$ cat src/rtl/ccd_block_downsampler_pkg.sv
// Shared types for the CCD block downsampler.
//   state_e : capture FSM states
//   acc_w() : accumulator width able to hold the sum of one block
package ds_pkg;

  typedef enum logic [1:0] {
    IDLE,
    ARMED,
    CAPTURE,
    DONE
  } state_e;

  function automatic int unsigned acc_w(input int unsigned pix_w, input int unsigned blk_log2);
    return pix_w + 2 * blk_log2;
  endfunction

endpackage

$ cat src/rtl/ccd_block_downsampler_if.sv
// Pixel stream in / image_mem write port out of the block downsampler.
//   iFVAL, iDVAL, iGREY, iX, iY : camera pixel stream with coordinates
//   wr_en, wr_addr, wr_data     : image_mem write port
// slave  = downsampler side, master = camera / memory side.
interface ccd_block_downsampler_if #(
  parameter int unsigned PIX_W  = 12,
  parameter int unsigned ADDR_W = 10
);
  logic              iFVAL;
  logic              iDVAL;
  logic [PIX_W-1:0]  iGREY;
  logic [15:0]       iX;
  logic [15:0]       iY;
  logic              wr_en;
  logic [ADDR_W-1:0] wr_addr;
  logic [7:0]        wr_data;

  modport master (
    output iFVAL, iDVAL, iGREY, iX, iY,
    input  wr_en, wr_addr, wr_data
  );

  modport slave (
    input  iFVAL, iDVAL, iGREY, iX, iY,
    output wr_en, wr_addr, wr_data
  );
endinterface

$ cat src/rtl/ccd_block_downsampler_quantise.sv
// Second pipeline stage: block average -> 8-bit pixel with optional
// inversion and binarisation, registered onto the image_mem write port.
//   v_i/avg_i/addr_i  : block result from the accumulate stage
//   invert_i, bin_mode_i, threshold_i : live output controls
//   wr_en_o/wr_addr_o/wr_data_o : registered write port
module ds_quantise #(
  parameter int unsigned PIX_W  = 12,
  parameter int unsigned ADDR_W = 10
) (
  input  logic              D5M_PIXLCLK,
  input  logic              rst_n,
  input  logic              v_i,
  input  logic [PIX_W-1:0]  avg_i,
  input  logic [ADDR_W-1:0] addr_i,
  input  logic              invert_i,
  input  logic              bin_mode_i,
  input  logic [7:0]        threshold_i,
  output logic              wr_en_o,
  output logic [ADDR_W-1:0] wr_addr_o,
  output logic [7:0]        wr_data_o
);
  logic              wr_en_q, wr_en_d;
  logic [ADDR_W-1:0] wr_addr_q, wr_addr_d;
  logic [7:0]        wr_data_q, wr_data_d;
  logic [7:0]        v;

  always_comb begin
    v = 8'(avg_i >> (PIX_W - 8));
    if (invert_i)   v = 8'hFF - v;
    if (bin_mode_i) v = (v >= threshold_i) ? 8'hFF : 8'h00;
    wr_en_d   = v_i;
    wr_data_d = v_i ? v : wr_data_q;
    wr_addr_d = v_i ? addr_i : wr_addr_q;
  end

  always_ff @(posedge D5M_PIXLCLK or negedge rst_n) begin
    if (!rst_n) begin
      wr_en_q   <= 1'b0;
      wr_addr_q <= '0;
      wr_data_q <= '0;
    end else begin
      wr_en_q   <= wr_en_d;
      wr_addr_q <= wr_addr_d;
      wr_data_q <= wr_data_d;
    end
  end

  assign wr_en_o   = wr_en_q;
  assign wr_addr_o = wr_addr_q;
  assign wr_data_o = wr_data_q;
endmodule

$ cat src/rtl/ccd_block_downsampler.sv
// Streaming grayscale decimator: crops an OUT_W*BLK x OUT_H*BLK window from
// the camera stream, box-averages each BLK x BLK block and writes one 8-bit
// pixel per block to image_mem. Single-frame capture on request; a frame
// that ends early is dropped and the next frame is captured instead.
//   D5M_PIXLCLK, rst_n : pixel clock, async active-low reset
//   bus                : pixel stream in, image_mem write port out
//   capture_req        : arm a capture (only looked at in IDLE)
//   invert, bin_mode, threshold : output pixel shaping
//   busy, frame_done, frame_cnt : capture status
module ccd_block_downsampler
  import ds_pkg::*;
#(
  parameter int unsigned PIX_W    = 12,
  parameter int unsigned BLK_LOG2 = 4,
  parameter int unsigned OUT_W    = 28,
  parameter int unsigned OUT_H    = 28,
  parameter int unsigned CROP_X0  = 96,
  parameter int unsigned CROP_Y0  = 16,
  parameter int unsigned ADDR_W   = 10
) (
  input  logic                    D5M_PIXLCLK,
  input  logic                    rst_n,
  ccd_block_downsampler_if.slave  bus,
  input  logic                    capture_req,
  input  logic                    invert,
  input  logic                    bin_mode,
  input  logic [7:0]              threshold,
  output logic                    busy,
  output logic                    frame_done,
  output logic [7:0]              frame_cnt
);
  localparam int unsigned ACC_W = acc_w(PIX_W, BLK_LOG2);
  localparam int unsigned X_END = CROP_X0 + (OUT_W << BLK_LOG2);
  localparam int unsigned Y_END = CROP_Y0 + (OUT_H << BLK_LOG2);
  localparam int unsigned OX_W  = (OUT_W > 1) ? $clog2(OUT_W) : 1;
  localparam int unsigned OY_W  = (OUT_H > 1) ? $clog2(OUT_H) : 1;
  localparam logic [ADDR_W-1:0] LAST_ADDR = ADDR_W'(OUT_W * OUT_H - 1);

  state_e            state_q, state_d;
  logic              fval_q, fval_rise, fval_fall;
  logic [7:0]        frame_cnt_q, frame_cnt_d;
  logic              in_win, accept, first_pix, last_pix, last_write;
  logic [15:0]       dx, dy;
  logic [OX_W-1:0]   ox;
  logic [OY_W-1:0]   oy;
  logic [BLK_LOG2-1:0] sub_col, sub_row;
  logic [ACC_W-1:0]  acc_q [OUT_W];
  logic [ACC_W-1:0]  sum, acc_d;
  logic              s1_v_q, s1_v_d;
  logic [PIX_W-1:0]  s1_avg_q, s1_avg_d;
  logic [ADDR_W-1:0] s1_addr_q, s1_addr_d;

  // Window, offsets and accumulate-stage next values
  always_comb begin
    in_win = (32'(bus.iX) >= CROP_X0) && (32'(bus.iX) < X_END) &&
             (32'(bus.iY) >= CROP_Y0) && (32'(bus.iY) < Y_END);
    accept    = (state_q == CAPTURE) && bus.iDVAL && in_win;
    dx        = bus.iX - 16'(CROP_X0);
    dy        = bus.iY - 16'(CROP_Y0);
    ox        = OX_W'(dx >> BLK_LOG2);
    oy        = OY_W'(dy >> BLK_LOG2);
    sub_col   = dx[BLK_LOG2-1:0];
    sub_row   = dy[BLK_LOG2-1:0];
    first_pix = (sub_col == '0) && (sub_row == '0);
    last_pix  = (sub_col == '1) && (sub_row == '1);
    sum       = acc_q[ox] + ACC_W'(bus.iGREY);
    // The block's first pixel overwrites, so stale sums never need clearing
    acc_d     = first_pix ? ACC_W'(bus.iGREY) : sum;
    s1_v_d    = accept && last_pix;
    s1_avg_d  = s1_v_d ? PIX_W'(sum >> (2 * BLK_LOG2)) : s1_avg_q;
    s1_addr_d = s1_v_d ? (ADDR_W'(oy) * ADDR_W'(OUT_W) + ADDR_W'(ox)) : s1_addr_q;
  end

  always_ff @(posedge D5M_PIXLCLK or negedge rst_n) begin
    if (!rst_n) begin
      for (int unsigned i = 0; i < OUT_W; i++) acc_q[i] <= '0;
    end else if (accept) begin
      acc_q[ox] <= acc_d;
    end
  end

  always_ff @(posedge D5M_PIXLCLK or negedge rst_n) begin
    if (!rst_n) begin
      s1_v_q    <= 1'b0;
      s1_avg_q  <= '0;
      s1_addr_q <= '0;
    end else begin
      s1_v_q    <= s1_v_d;
      s1_avg_q  <= s1_avg_d;
      s1_addr_q <= s1_addr_d;
    end
  end

  ds_quantise #(
    .PIX_W  (PIX_W),
    .ADDR_W (ADDR_W)
  ) u_quant (
    .D5M_PIXLCLK (D5M_PIXLCLK),
    .rst_n       (rst_n),
    .v_i         (s1_v_q),
    .avg_i       (s1_avg_q),
    .addr_i      (s1_addr_q),
    .invert_i    (invert),
    .bin_mode_i  (bin_mode),
    .threshold_i (threshold),
    .wr_en_o     (bus.wr_en),
    .wr_addr_o   (bus.wr_addr),
    .wr_data_o   (bus.wr_data)
  );

  // FSM: state register
  always_ff @(posedge D5M_PIXLCLK or negedge rst_n) begin
    if (!rst_n) begin
      state_q     <= IDLE;
      fval_q      <= 1'b0;
      frame_cnt_q <= '0;
    end else begin
      state_q     <= state_d;
      fval_q      <= bus.iFVAL;
      frame_cnt_q <= frame_cnt_d;
    end
  end

  // FSM: next state. The final write wins over a same-cycle FVAL drop.
  always_comb begin
    fval_rise  = bus.iFVAL && !fval_q;
    fval_fall  = !bus.iFVAL && fval_q;
    last_write = bus.wr_en && (bus.wr_addr == LAST_ADDR);
    state_d    = state_q;
    unique case (state_q)
      IDLE:    if (capture_req) state_d = ARMED;
      ARMED:   if (fval_rise)   state_d = CAPTURE;
      CAPTURE: begin
        if (last_write)     state_d = DONE;
        else if (fval_fall) state_d = ARMED;
      end
      DONE:    state_d = IDLE;
      default: state_d = IDLE;
    endcase
  end

  // FSM: outputs
  always_comb begin
    busy        = (state_q == ARMED) || (state_q == CAPTURE);
    frame_done  = (state_q == DONE);
    frame_cnt_d = (state_q == DONE) ? frame_cnt_q + 8'd1 : frame_cnt_q;
    frame_cnt   = frame_cnt_q;
  end
endmodule
$ cat src/flat_wrapper.sv
// flat-port wrapper written by rule: the top's interface ports become plain ports
module ccd_block_downsampler_flat import ds_pkg::*;
#(
  parameter int unsigned PIX_W    = 12,
  parameter int unsigned BLK_LOG2 = 4,
  parameter int unsigned OUT_W    = 28,
  parameter int unsigned OUT_H    = 28,
  parameter int unsigned CROP_X0  = 96,
  parameter int unsigned CROP_Y0  = 16,
  parameter int unsigned ADDR_W   = 10
)
  (D5M_PIXLCLK, rst_n, capture_req, invert, bin_mode, threshold, busy, frame_done, frame_cnt, bus_iFVAL, bus_iDVAL, bus_iGREY, bus_iX, bus_iY, bus_wr_en, bus_wr_addr, bus_wr_data);
  ccd_block_downsampler_if #(.PIX_W(PIX_W), .ADDR_W(ADDR_W)) bus_i ();
  input  logic D5M_PIXLCLK;
  input  logic rst_n;
  input  logic capture_req;
  input  logic invert;
  input  logic bin_mode;
  input  logic [7:0] threshold;
  output logic busy;
  output logic frame_done;
  output logic [7:0] frame_cnt;
  input wire logic [$bits(bus_i.iFVAL)-1:0] bus_iFVAL;
  input wire logic [$bits(bus_i.iDVAL)-1:0] bus_iDVAL;
  input wire logic [$bits(bus_i.iGREY)-1:0] bus_iGREY;
  input wire logic [$bits(bus_i.iX)-1:0] bus_iX;
  input wire logic [$bits(bus_i.iY)-1:0] bus_iY;
  output wire logic [$bits(bus_i.wr_en)-1:0] bus_wr_en;
  output wire logic [$bits(bus_i.wr_addr)-1:0] bus_wr_addr;
  output wire logic [$bits(bus_i.wr_data)-1:0] bus_wr_data;
  assign bus_i.iFVAL = bus_iFVAL;
  assign bus_i.iDVAL = bus_iDVAL;
  assign bus_i.iGREY = bus_iGREY;
  assign bus_i.iX = bus_iX;
  assign bus_i.iY = bus_iY;
  assign bus_wr_en = bus_i.wr_en;
  assign bus_wr_addr = bus_i.wr_addr;
  assign bus_wr_data = bus_i.wr_data;
  ccd_block_downsampler #(.PIX_W(PIX_W), .BLK_LOG2(BLK_LOG2), .OUT_W(OUT_W), .OUT_H(OUT_H), .CROP_X0(CROP_X0), .CROP_Y0(CROP_Y0), .ADDR_W(ADDR_W)) u_core (.D5M_PIXLCLK(D5M_PIXLCLK), .rst_n(rst_n), .bus(bus_i), .capture_req(capture_req), .invert(invert), .bin_mode(bin_mode), .threshold(threshold), .busy(busy), .frame_done(frame_done), .frame_cnt(frame_cnt));
endmodule
$ cat config.mk
export PLATFORM = sky130hd
export DESIGN_NAME = ccd_block_downsampler_flat
export DESIGN_NICKNAME = d
export VERILOG_FILES = /design/src/rtl/ccd_block_downsampler_pkg.sv /design/src/rtl/ccd_block_downsampler_if.sv /design/src/rtl/ccd_block_downsampler_quantise.sv /design/src/rtl/ccd_block_downsampler.sv /design/src/flat_wrapper.sv
export SDC_FILE = /design/constraint.sdc
export NUM_CORES = 1
export LEC_CHECK = 0
export BUFFER_PORTS_ARGS = -buffer_cell sky130_fd_sc_hd__buf_2
export CAP_MARGIN = 5
export CORE_UTILIZATION = 60
export CTS_CLUSTER_DIAMETER = 150
export CTS_CLUSTER_SIZE = 28
export DETAILED_ROUTE_END_ITERATION = 16
export PLACE_DENSITY = 0.77
export SLEW_MARGIN = 15
export SYNTH_ARGS = -nofsm -noshare
export SYNTH_HDL_FRONTEND = slang
export SYNTH_SLANG_ARGS = --single-unit
$ cat constraint.sdc
create_clock -name D5M_PIXLCLK -period 4.7 [get_ports D5M_PIXLCLK]
set_input_delay 1.41 -clock D5M_PIXLCLK [delete_from_list [all_inputs] [get_ports D5M_PIXLCLK]]
set_output_delay 1.41 -clock D5M_PIXLCLK [all_outputs]
set_load 0.03 [all_outputs]
# Word-level counts from Yosys, hierarchy flattened
# Index checks and enable logic that the tools add are counted.
# classes
n_eq_ne	9
mux	15
order_cmp	7
bitwise	1
add_sub_neg	6
n_reduce_logical	19
multipliers	1
# op_table
cell	n
bitwise mux 560 bit	1
binary-select mux 20 bit (select 5 bit)	1
demux 20 bit (select 5 bit)	1
two-way mux 20 bit	4
two-way mux 8 bit	3
adder 20 x 12 -> 20 bit	1
greater-or-equal comparator 16 x 5 -> 1 bit (second input constant)	1
greater-or-equal comparator 16 x 7 -> 1 bit (second input constant)	1
less-than comparator 16 x 10 -> 1 bit (second input constant)	1
less-than comparator 16 x 9 -> 1 bit (second input constant)	1
logical AND 1 bit	12
adder 10 x 5 -> 10 bit	1
== test 10 bit (second input constant)	1
subtractor 9 x 5 -> 9 bit (second input constant)	1
subtractor 9 x 7 -> 9 bit (second input constant)	1
adder 8 x 1 -> 8 bit (second input constant)	1
== test 4 bit (second input constant)	2
greater-or-equal comparator 8 bit	1
zero test 4 bit	2
multiplier 5 x 3 -> 8 bit (second input constant)	1
two-way mux 2 bit	4
one-hot mux 2 bit (4 select lines)	1
subtractor 8 bit (first input constant)	1
greater-or-equal comparator 6 bit (second input constant)	1
11 further kinds	13
# word_totals
output_inout_bits	29
regBits	613
input_bits	59

# Logic depth before layout (Yosys ltp)
# Gate-level depths: netlist of run 1.
# depth
word_depth	8
mapped_depth	25

# Modules after synthesis
# A second synthesis of run 1 with hierarchy kept.
# hier_totals
hier_cells	2576
area_unflattened_um2	28259.6
# modules_own_cells
module	cells_each	instances	area_per_inst_um2
ccd_block_downsampler	2485	1	27238.6
ds_quantise	91	1	1021.0

# Least setup slack after synthesis of run 1
# OpenSTA, ideal clock, no wires.
# synth_path
path_type	input to register
startpoint	input port bus_iX[4]
endpoint	register u_core.acc_q[11] (netlist name)
path_buffers	7
stages	20
arrival_time_ps	6029
t_required_ps	4563
setup_slack_ps	-1466
path_cell_list	buf_6 -> buf_4 -> buf_4 -> buf_4 -> buf_2 -> buf_2 -> mux4_2 -> a222oi_1 -> nand3_1 -> ha_1 -> a21o_1 -> a21oi_1 -> o21ai_0 -> a221o_1 -> a21oi_1 -> o21ai_0 -> xor2_1 -> mux2i_1 -> clkbuf_1 -> a21oi_1
# synth_between
elab_chain_cells	8
word_cells_on_any_way	19
# synth_lines
element	line	rtl
start, declared	flat_wrapper.sv:26	input wire logic [$bits(bus_i.iX)-1:0] bus_iX;
subtractor 9 x 7 -> 9 bit	ccd_block_downsampler.sv:58	dx = bus.iX - 16'(CROP_X0);
NOT 5 -> 6 bit (not written as such)	ccd_block_downsampler.sv:66, ccd_block_downsampler.sv:78	
binary-select mux 20 bit (select 5 bit)	ccd_block_downsampler.sv:66	sum = acc_q[ox] + ACC_W'(bus.iGREY);
two-way mux 20 bit (not written as such) (2 in a row)	ccd_block_downsampler.sv:66	
adder 20 x 12 -> 20 bit	ccd_block_downsampler.sv:66	
two-way mux 20 bit	ccd_block_downsampler.sv:68	acc_d = first_pix ? ACC_W'(bus.iGREY) : sum;
bitwise mux 560 bit	ccd_block_downsampler.sv:78	acc_q[ox] <= acc_d;
end signal, assigned by index	ccd_block_downsampler.sv:78	
end, declared	ccd_block_downsampler.sv:47	logic [ACC_W-1:0] acc_q [OUT_W];
# Parallel ways exist; a longest one is shown, timed or not. The select of a mux whose other input is x is not followed.
# A chain may end at the register's enable or synchronous reset.

# Final worst setup path of run 1
# layout_path
startpoint	input port bus_iX[5]
endpoint	register u_core.acc_q[456] (netlist name)
# Same word-level chain as after synthesis.

==> impl_metrics.sql, run 1 <==
INSERT INTO impl_metrics (metric_group, metric, value, unit) VALUES
('synthesis', 'yosysSeqAreaShare', '54.1', '%'),
('worst_hold_path', 'min_to', 'u_core.frame_cnt[7]', ''),
('placed_design', 'portBuffers', '87', ''),
('synthesis', 'post_syn_area_per_cell', '10.6', 'um2'),
('global_routing', 'grt_pass1_wl', '131000', 'um'),
('setup_path', 'setup.worst_path.class', 'input pin to flop', ''),
('pwr', 'ir_drop', '0.319', 'mV'),
('cts', 'clock-root-buffer', 'clkbuf_16', ''),
('cts', 'clock_slew_at_the_register_clock_pins_of_the_worst_setup_and_hold_paths', '110', 'ps'),
('timing', 'worst-slew-pin-transition', '938', 'ps'),
('routing', 'routed_wirelength_normalized_by_instance_count', '25.2', 'um'),
('timing', 'period_minus_slack', '4940', 'ps'),
('pwr', 'power-per-cell-area', '274', 'nW/um2'),
('cts', 'tritoncts', 'yes', ''),
('floorplanning', 'floorplan.die.width', '219', 'um'),
('cells_and_area', 'num-fill-cells', '3208', ''),
('routing', 'number_of_iterations_in_the_first_detailed_routing_pass', '7', ''),
('worst_hold_path', 'hold_path_depth', '1', ''),
('global_routing', 'antenna_found_initial', '0', ''),
('timing', 'setup_viol_count_final', '266', ''),
('timing', 'fmax', '0.202', 'GHz'),
('floorplanning', 'placeableCoreArea', '46500', 'um2'),
('synthesis', 'yosys_warnings', '0', ''),
('pwr', 'design_power_total', '9.00', 'mW'),
('routing', 'dr.first_iter.drc_count', '2948', ''),
('floorplanning', 'top_level_ports', '88', ''),
('global_routing', 'vias_in_the_first_global_route', '22700', ''),
('setup_path', 'critPathBufInv', '8', ''),
('flow_run', 'max_cap_viol_count', '0', ''),
('setup_path', 'worst_setup_path_start_kind', 'input pin', ''),
('timing', 'hold_viol', '0', ''),
('setup_path', 'worst-endpoint-arrival', '5480', 'ps'),
('pwr', 'p_leak', '14.7', 'nW'),
('cells_and_area', 'syn_to_final_growth', '16.6', '%'),
('floorplanning', 'num_rows', '79', ''),
('cts', 'cts_inserted_buffers', '25', ''),
('synthesis', 'ys_ff_latch', '609', ''),
('routing', 'ant_nets', '0', ''),
('timing', 'worst_slack', '-245', 'ps'),
('setup_path', 'critical_path.reg2reg.startpoint', 'u_core.acc_q[126]', ''),
('synthesis', 'most_area_consuming_cells_after_synthesis', 'dfrtp_1 54%, mux4_2 11%, nand2_1 9.2%', ''),
('synthesis', 'yosys_top_cell_by_area', 'dfrtp_1', ''),
('synthesis', 'synth_nets', '2768', ''),
('routing', 'via_count', '22800', ''),
('worst_hold_path', 'hold_path.startpoint', 'u_core.frame_cnt[7]', ''),
('cells_and_area', 'utilization', '70.7', '%'),
('cells_and_area', 'nNetsFinal', '2953', ''),
('timing', 'timing.setup.tns', '-26350', 'ps'),
('setup_path', 'setup.worst_path.end_class', 'flop', ''),
('status', 'run_status', 'complete, but fails checks', ''),
('placed_design', 'dp_hpwl', '56900', 'um'),
('routing', 'avgViaCountPerCell', '6.61', ''),
('timing', 'setup_repair_after_global_routing_missed_its_margin', 'yes', ''),
('cells_and_area', 'antenna_cells', '0', ''),
('setup_path', 'timing.critical_path.cells', 'buf_8, buf_8, buf_12, buf_12, buf_16, buf_6, mux4_2, a22o_1, a222oi_1, nand3_1, ha_4, o21ai_2, nand2b_1, a21oi_2, a211o_1, a31oi_4, nand4_1, xnor2_2, nand2_2, buf_6, buf_16, o21ai_2', ''),
('global_routing', 'grt_start_max_net_pins', '96', ''),
('setup_path', 'regToRegSetupSlack', '550', 'ps'),
('placed_design', 'place.detailed.instances', '3382', ''),
('synthesis', 'yosys.cell_types.count', '69', ''),
('cts', 'ctsLongestPathBuffers', '3', ''),
('timing', 'max-slew-margin-rel', '37.5', '%'),
('routing', 'route.final.wire_length', '87300', 'um'),
('cells_and_area', 'fin_cells', '3457', ''),
('synthesis', 'synth-edff-count', '0', ''),
('setup_path', 'r2r.worst_path.cells', '16', ''),
('synthesis', 'ys_flop_type', 'dfrtp_1', ''),
('setup_path', 'critPathMaxStageDelay', '350', 'ps'),
('synthesis', 'netlist_area', '28200', 'um2'),
('cts', 'cts_htree_levels', '1', ''),
('status', 'violations', 'negative setup slack', ''),
('cts', 'cts_num_sinks', '609', '');
-- synthesized netlist by cell type, types with 10 or more instances --
| cell | instances |
|---|---|
| nor2_1 | 82 |
| ha_1 | 37 |
| xnor2_1 | 25 |
| xor2_1 | 21 |
| nand3_1 | 17 |
| mux2i_1 | 12 |
| buf_6 | 11 |
| o21ai_1 | 116 |
| o21ai_0 | 443 |
| dfrtp_1 | 609 |
| mux4_2 | 141 |
| nand2_1 | 692 |
| buf_4 | 10 |
| buf_2 | 35 |
| a21oi_1 | 59 |
| nand4_1 | 10 |
| clkbuf_1 | 107 |
| nand2_2 | 17 |
| inv_1 | 36 |
| mux2_2 | 14 |
| a22oi_1 | 30 |
| a21o_1 | 12 |
-- stage by stage --
step / cell area (um2) / hold slack (ps) / setup WS, ps
2_1_floorplan: 28700 / 407 / -593
3_3_place_gp: 30700 / 451 / -865
3_5_place_dp: 30700 / 456 / -983
4_1_cts: 32300 / 478 / -48.0
5_1_grt: 32800 / 501 / -270
6_report: 32800 / 483 / -245
-- worst max-delay path by stage --
stage,startpoint,to
6_report,bus_iX[5],u_core.acc_q[456]
2_1_floorplan,bus_iX[5],u_core.acc_q[211]
4_1_cts,bus_iX[5],u_core.acc_q[395]
3_3_place_gp,bus_iX[6],u_core.acc_q[316]
3_5_place_dp,bus_iX[6],u_core.acc_q[236]
5_1_grt,bus_iX[5],u_core.acc_q[196]
-- cell families after synthesis --
family | synth area share [%]
xor gates and xnor gates | 1.55
buffers and inverters | 3.37
AOI/OAI and AO/OA | 13.9
and+or+nand+nor | 12.7
muxes | 12.3
DFF | 54.1
adders and majority gates | 2.07
-- registers in the layout (all words and copies together), names as in the netlist --
signal / cells
u_core.acc_q: 560
u_core.frame_cnt: 8
u_core.fval_q: 1
u_core.s1_addr_q: 10
u_core.s1_avg_q: 8
u_core.s1_v_q: 1
u_core.state_q: 2
u_core.u_quant.wr_addr_o: 10
u_core.u_quant.wr_data_o: 8
u_core.u_quant.wr_en_o: 1
-- routing by layer --
| metal | vias to the layer above | wire, um | GRT usage [%] |
|---|---|---|---|
| li1 | 9656 | - | - |
| met4 | 0 | 5710 | 20.2 |
| met3 | 370 | 8930 | 7.81 |
| met5 | - | 0 | 0 |
| met1 | 11400 | 31500 | 47.0 |
| met2 | 1434 | 41100 | 58.6 |
-- final cells by class --
class,count,area [um2],share of cell area (%)
inverter,38,148,0.450
sequential,609,15200,46.4
clock inverter,1,8.76,0.0267
clock buffer,25,626,1.90
multi-input combinational,1848,12800,39.0
timing repair buffer,329,3240,9.86
tap,607,759,2.31
-- layout by cell type, fill, tap and decap left out, drive strengths merged, types with 5 or more instances in the layout --
cell	netlist	final
nand2	709	709
dfrtp	609	609
o21ai	566	566
buf	64	323
mux4	141	141
nor2	82	82
a21oi	60	60
inv	36	37
ha	37	37
a22oi	30	30
clkbuf	107	29
xnor2	25	25
xor2	23	23
nand3	17	17
mux2	14	14
a21o	12	12
mux2i	12	12
nand4	11	11
a22o	9	9
nor4	9	9
and2	8	8
a222oi	7	7
o2bb2ai	7	7
and3	7	7
fa	6	6
nor2b	6	6
a31oi	5	5
-- power by group --
part           switching (mW)  internal (mW)  total, mW
combinational           0.687          0.426       1.11
clock                    1.62          0.964       2.58
sequential             0.0384           5.27       5.31
total                    2.34           6.66       9.00
-- repair_timing --
item                       CTS  global route
cloned                      12             6
pin swaps                   66            25
buffers inserted            22             9
setup endpoints to repair  268           320
hold buffers                 0             0
resized for setup          114           139
Note: power is estimated with default switching activity, not from simulation.
==> inputs of run 2 (changes only) <==
--- a/config.mk
+++ b/config.mk
@@ -12,6 +12,7 @@
 export CTS_CLUSTER_SIZE = 28
 export DETAILED_ROUTE_END_ITERATION = 16
 export PLACE_DENSITY = 0.77
+export RECOVER_POWER = 25
 export SLEW_MARGIN = 15
 export SYNTH_ARGS = -nofsm -noshare
 export SYNTH_HDL_FRONTEND = slang
==> run 2 against run 1 <==
Net effect:
- design area decreased by 0.17%
- the run ends with max-capacitance violations, max-slew violations, negative setup slack left
- global-route usage unchanged
- critical path type unchanged
- via count about the same
==> impl_metrics.sql, run 2 (same netlist as run 1, synthesis figures left out) <==
INSERT INTO impl_metrics (metric_group, metric, value, unit) VALUES
('placed_design', 'dpl_cell_area', '30700', 'um2'),
('timing', 'hold_viol', '0', ''),
('global_routing', 'grt_pass1_wl', '131000', 'um'),
('routing', 'post-route-drc-count', '0', ''),
('cells_and_area', 'num-fill-cells', '3214', ''),
('floorplanning', 'floorplan.initialDensity', '60.6', '%'),
('worst_hold_path', 'hold_path_depth', '1', ''),
('pwr', 'ir_drop', '0.315', 'mV'),
('timing', 'worst_slack', '-257', 'ps'),
('pwr', 'p_int', '6.66', 'mW'),
('pwr', 'power-per-cell-area', '274', 'nW/um2'),
('timing', 'fmax', '0.202', 'GHz'),
('cells_and_area', 'multi_input_comb_area', '12800', 'um2'),
('cells_and_area', 'layout.cells.most_common_list', '685 x nand2_1, 609 x dfrtp_1, 282 x o21ai_0', ''),
('cts', 'clock_slew_at_the_register_clock_pins_of_the_worst_setup_and_hold_paths', '110', 'ps'),
('setup_path', 'cp-endpoint', 'u_core.acc_q[456]', ''),
('cts', 'tritoncts', 'yes', ''),
('setup_path', 'timing.critical_path.fanout_max', '7', ''),
('routing', 'wl_met1', '31400', 'um'),
('cts', 'ctsLongestPathBuffers', '3', ''),
('placed_design', 'portBuffers', '87', ''),
('cts', 'cts_htree_levels', '1', ''),
('setup_path', 'setup.worst_path.end_class', 'flop', ''),
('flow_run', 'max_cap_viol_count', '1', ''),
('status', 'run_status', 'complete, but fails checks', ''),
('routing', 'avgViaCountPerCell', '6.61', ''),
('global_routing', 'vias_in_the_first_global_route', '22700', ''),
('routing', 'routed_wirelength_normalized_by_instance_count', '25.2', 'um'),
('routing', 'met2_wire_length', '40900', 'um'),
('floorplanning', 'die_area', '47800', 'um2'),
('pwr', 'switchingPower', '2.34', 'mW'),
('floorplanning', 'floorplan.die.height', '219', 'um'),
('timing', 'max-slew-margin-rel', '-84.8', '%'),
('pwr', 'p_leak', '14.7', 'nW'),
('timing', 'post-route-period-util', '105', '%'),
('floorplanning', 'num_rows', '79', ''),
('timing', 'worst_hold_slack', '484', 'ps'),
('timing', 'slew_violations', '93', ''),
('global_routing', 'total_gr_overflow', '0', ''),
('pwr', 'sw_frac_of_total', '26.0', '%'),
('placed_design', 'place_congestion', '0.990', ''),
('setup_path', 'r2r.worst_path.cells', '16', ''),
('routing', 'number_of_iterations_in_the_first_detailed_routing_pass', '10', ''),
('routing', 'via_count', '22800', ''),
('worst_hold_path', 'hold_path_class', 'flop to flop', ''),
('cts', 'clock_insertion_delay_at_the_later_pin_of_the_skew_report', '620', 'ps'),
('setup_path', 'timing.critical_path.required', '5240', 'ps'),
('cells_and_area', 'drive_above_1_share', '25.1', '%'),
('cells_and_area', 'flip_flop_count_of_the_largest_register_all_copies_and_words_added', '560', ''),
('routing', 'dr.max_layer_used', 'met4', ''),
('cells_and_area', 'ff_latch_area', '15200', 'um2'),
('global_routing', 'grt_start_max_net_pins', '96', ''),
('timing', 'setup_repair_after_global_routing_missed_its_margin', 'yes', ''),
('pwr', 'clock_power_share', '28.7', '%'),
('timing', 'period_minus_slack', '4960', 'ps'),
('setup_path', 'regToRegSetupSlack', '530', 'ps'),
('routing', 'dr.first_iter.drc_count', '2811', ''),
('floorplanning', 'placeableCoreArea', '46500', 'um2'),
('setup_path', 'worst_r2r_endpoint', 'u_core.acc_q[456]', ''),
('routing', 'wl_met3', '9060', 'um'),
('floorplanning', 'floorplan.die.width', '219', 'um'),
('cells_and_area', 'syn_to_final_growth', '16.4', '%'),
('pwr', 'power.share.combinational', '12.3', '%'),
('setup_path', 'worst_setup_path_start_kind', 'input pin', ''),
('setup_path', 'critical_path.reg2reg.startpoint', 'u_core.acc_q[126]', ''),
('cells_and_area', 'antenna_cells', '0', ''),
('placed_design', 'dp_hpwl', '56900', 'um'),
('global_routing', 'grt_use_total', '36.7', '%'),
('status', 'violations', 'max-capacitance violations, max-slew violations, negative setup slack', ''),
('cells_and_area', 'fin_area', '32800', 'um2'),
('setup_path', 'critical_path.startpoint', 'bus_iX[5]', ''),
('setup_path', 'setup.worst_path.class', 'input pin to flop', ''),
('setup_path', 'worst-endpoint-arrival', '5490', 'ps'),
('cts', 'cts_num_sinks', '609', ''),
('cts', 'clock-root-buffer', 'clkbuf_16', ''),
('cts', 'cts_inserted_buffers', '25', ''),
('timing', 'worst-slew-pin-transition', '2770', 'ps'),
('timing', 'setup_viol_count_final', '271', ''),
('timing', 'final.setup_skew', '30.5', 'ps'),
('routing', 'route.final.wire_length', '87100', 'um'),
('cells_and_area', 'layout.cells.most_common', 'nand2_1', ''),
('routing', 'ant_nets', '0', ''),
('cts', 'holdBufCountCts', '0', ''),
('cells_and_area', 'regMostFlops', 'u_core.acc_q', ''),
('cells_and_area', 'nNetsFinal', '2953', ''),
('pwr', 'seq_power_share', '59.0', '%'),
('global_routing', 'antenna_found_initial', '0', ''),
('floorplanning', 'top_level_ports', '88', '');
## run 2: cell types whose count changed in the layout (fill, tap and decap cells not counted), sizes merged
cell    previous run  this run
buf              323       318
clkbuf            29        34
## run 2: final cells by class
class	instances	share of cell area, %
Multi-Input combinational cell	1848	39.1
Sequential cell	609	46.5
Inverter	38	0.450
Timing Repair Buffer	329	9.70
Clock buffer	25	1.91
Clock inverter	1	0.0267
Tap cell	607	2.32
## run 2: what timing repair did
action	4_1_cts	5_1_grt
endpoints found under the setup margin	268	320
gates cloned	12	6
buffers inserted	22	9
pin swaps	66	25
resized for setup	114	139
## run 2: metrics by stage
step | util [%] | power, mW | cells | setup WS [ps] | TNS (ps)
global placement | 66.0 | 6.41 | 3382 | -865 | -245800
detailed placement | 66.0 | 6.44 | 3382 | -983 | -272180
CTS | 69.4 | 8.97 | 3442 | -48.0 | -1410
global route | 70.6 | 9.26 | 3457 | -270 | -48460
floorplan | - | 6.00 | 2666 | -593 | -146870
finish | 70.6 | 9.00 | 3457 | -257 | -28450
## run 2: how the worst min path moves through the flow
stage	start	slack [ps]	to
2_1_floorplan	u_core.s1_v_q	410	u_core.u_quant.wr_en_o
3_3_place_gp	u_core.frame_cnt[7]	450	u_core.frame_cnt[7]
3_5_place_dp	u_core.frame_cnt[7]	460	u_core.frame_cnt[7]
4_1_cts	u_core.frame_cnt[7]	480	u_core.frame_cnt[7]
5_1_grt	u_core.acc_q[383]	500	u_core.acc_q[383]
6_report	u_core.frame_cnt[7]	480	u_core.frame_cnt[7]
## run 2: power by group through the flow
| stage | clock [mW] | combinational (mW) | sequential [mW] |
|---|---|---|---|
| detailed placement | 0 | 1.03 | 5.41 |
| global route | 2.76 | 1.19 | 5.32 |
| floorplan | 0 | 0.545 | 5.45 |
| global placement | 0 | 1.00 | 5.41 |
| CTS | 2.57 | 1.09 | 5.31 |
| finish | 2.58 | 1.11 | 5.31 |
## run 2: metal layers
layer	GRT usage, %	vias to the layer above
li1	-	9662
met1	47.0	11400
met2	58.6	1426
met3	7.81	383
met4	20.2	0
met5	0	-
## run 2: worst max-delay path, stage by stage
cell      delay (ps)
buf_8            100
ha_4             180
buf_6            130
and2_4           150
a31o_4           220
a32o_2           290
buf_12           160
a222oi_1         420
nand3_2          220
ha_4             330
o21ai_2           50
nand2b_1          80
a21oi_2           60
a211o_1          350
a31oi_4          180
nand4_1          180
xnor2_2          320
nand2_2          170
buf_6            210
buf_16           140
o21ai_2          130
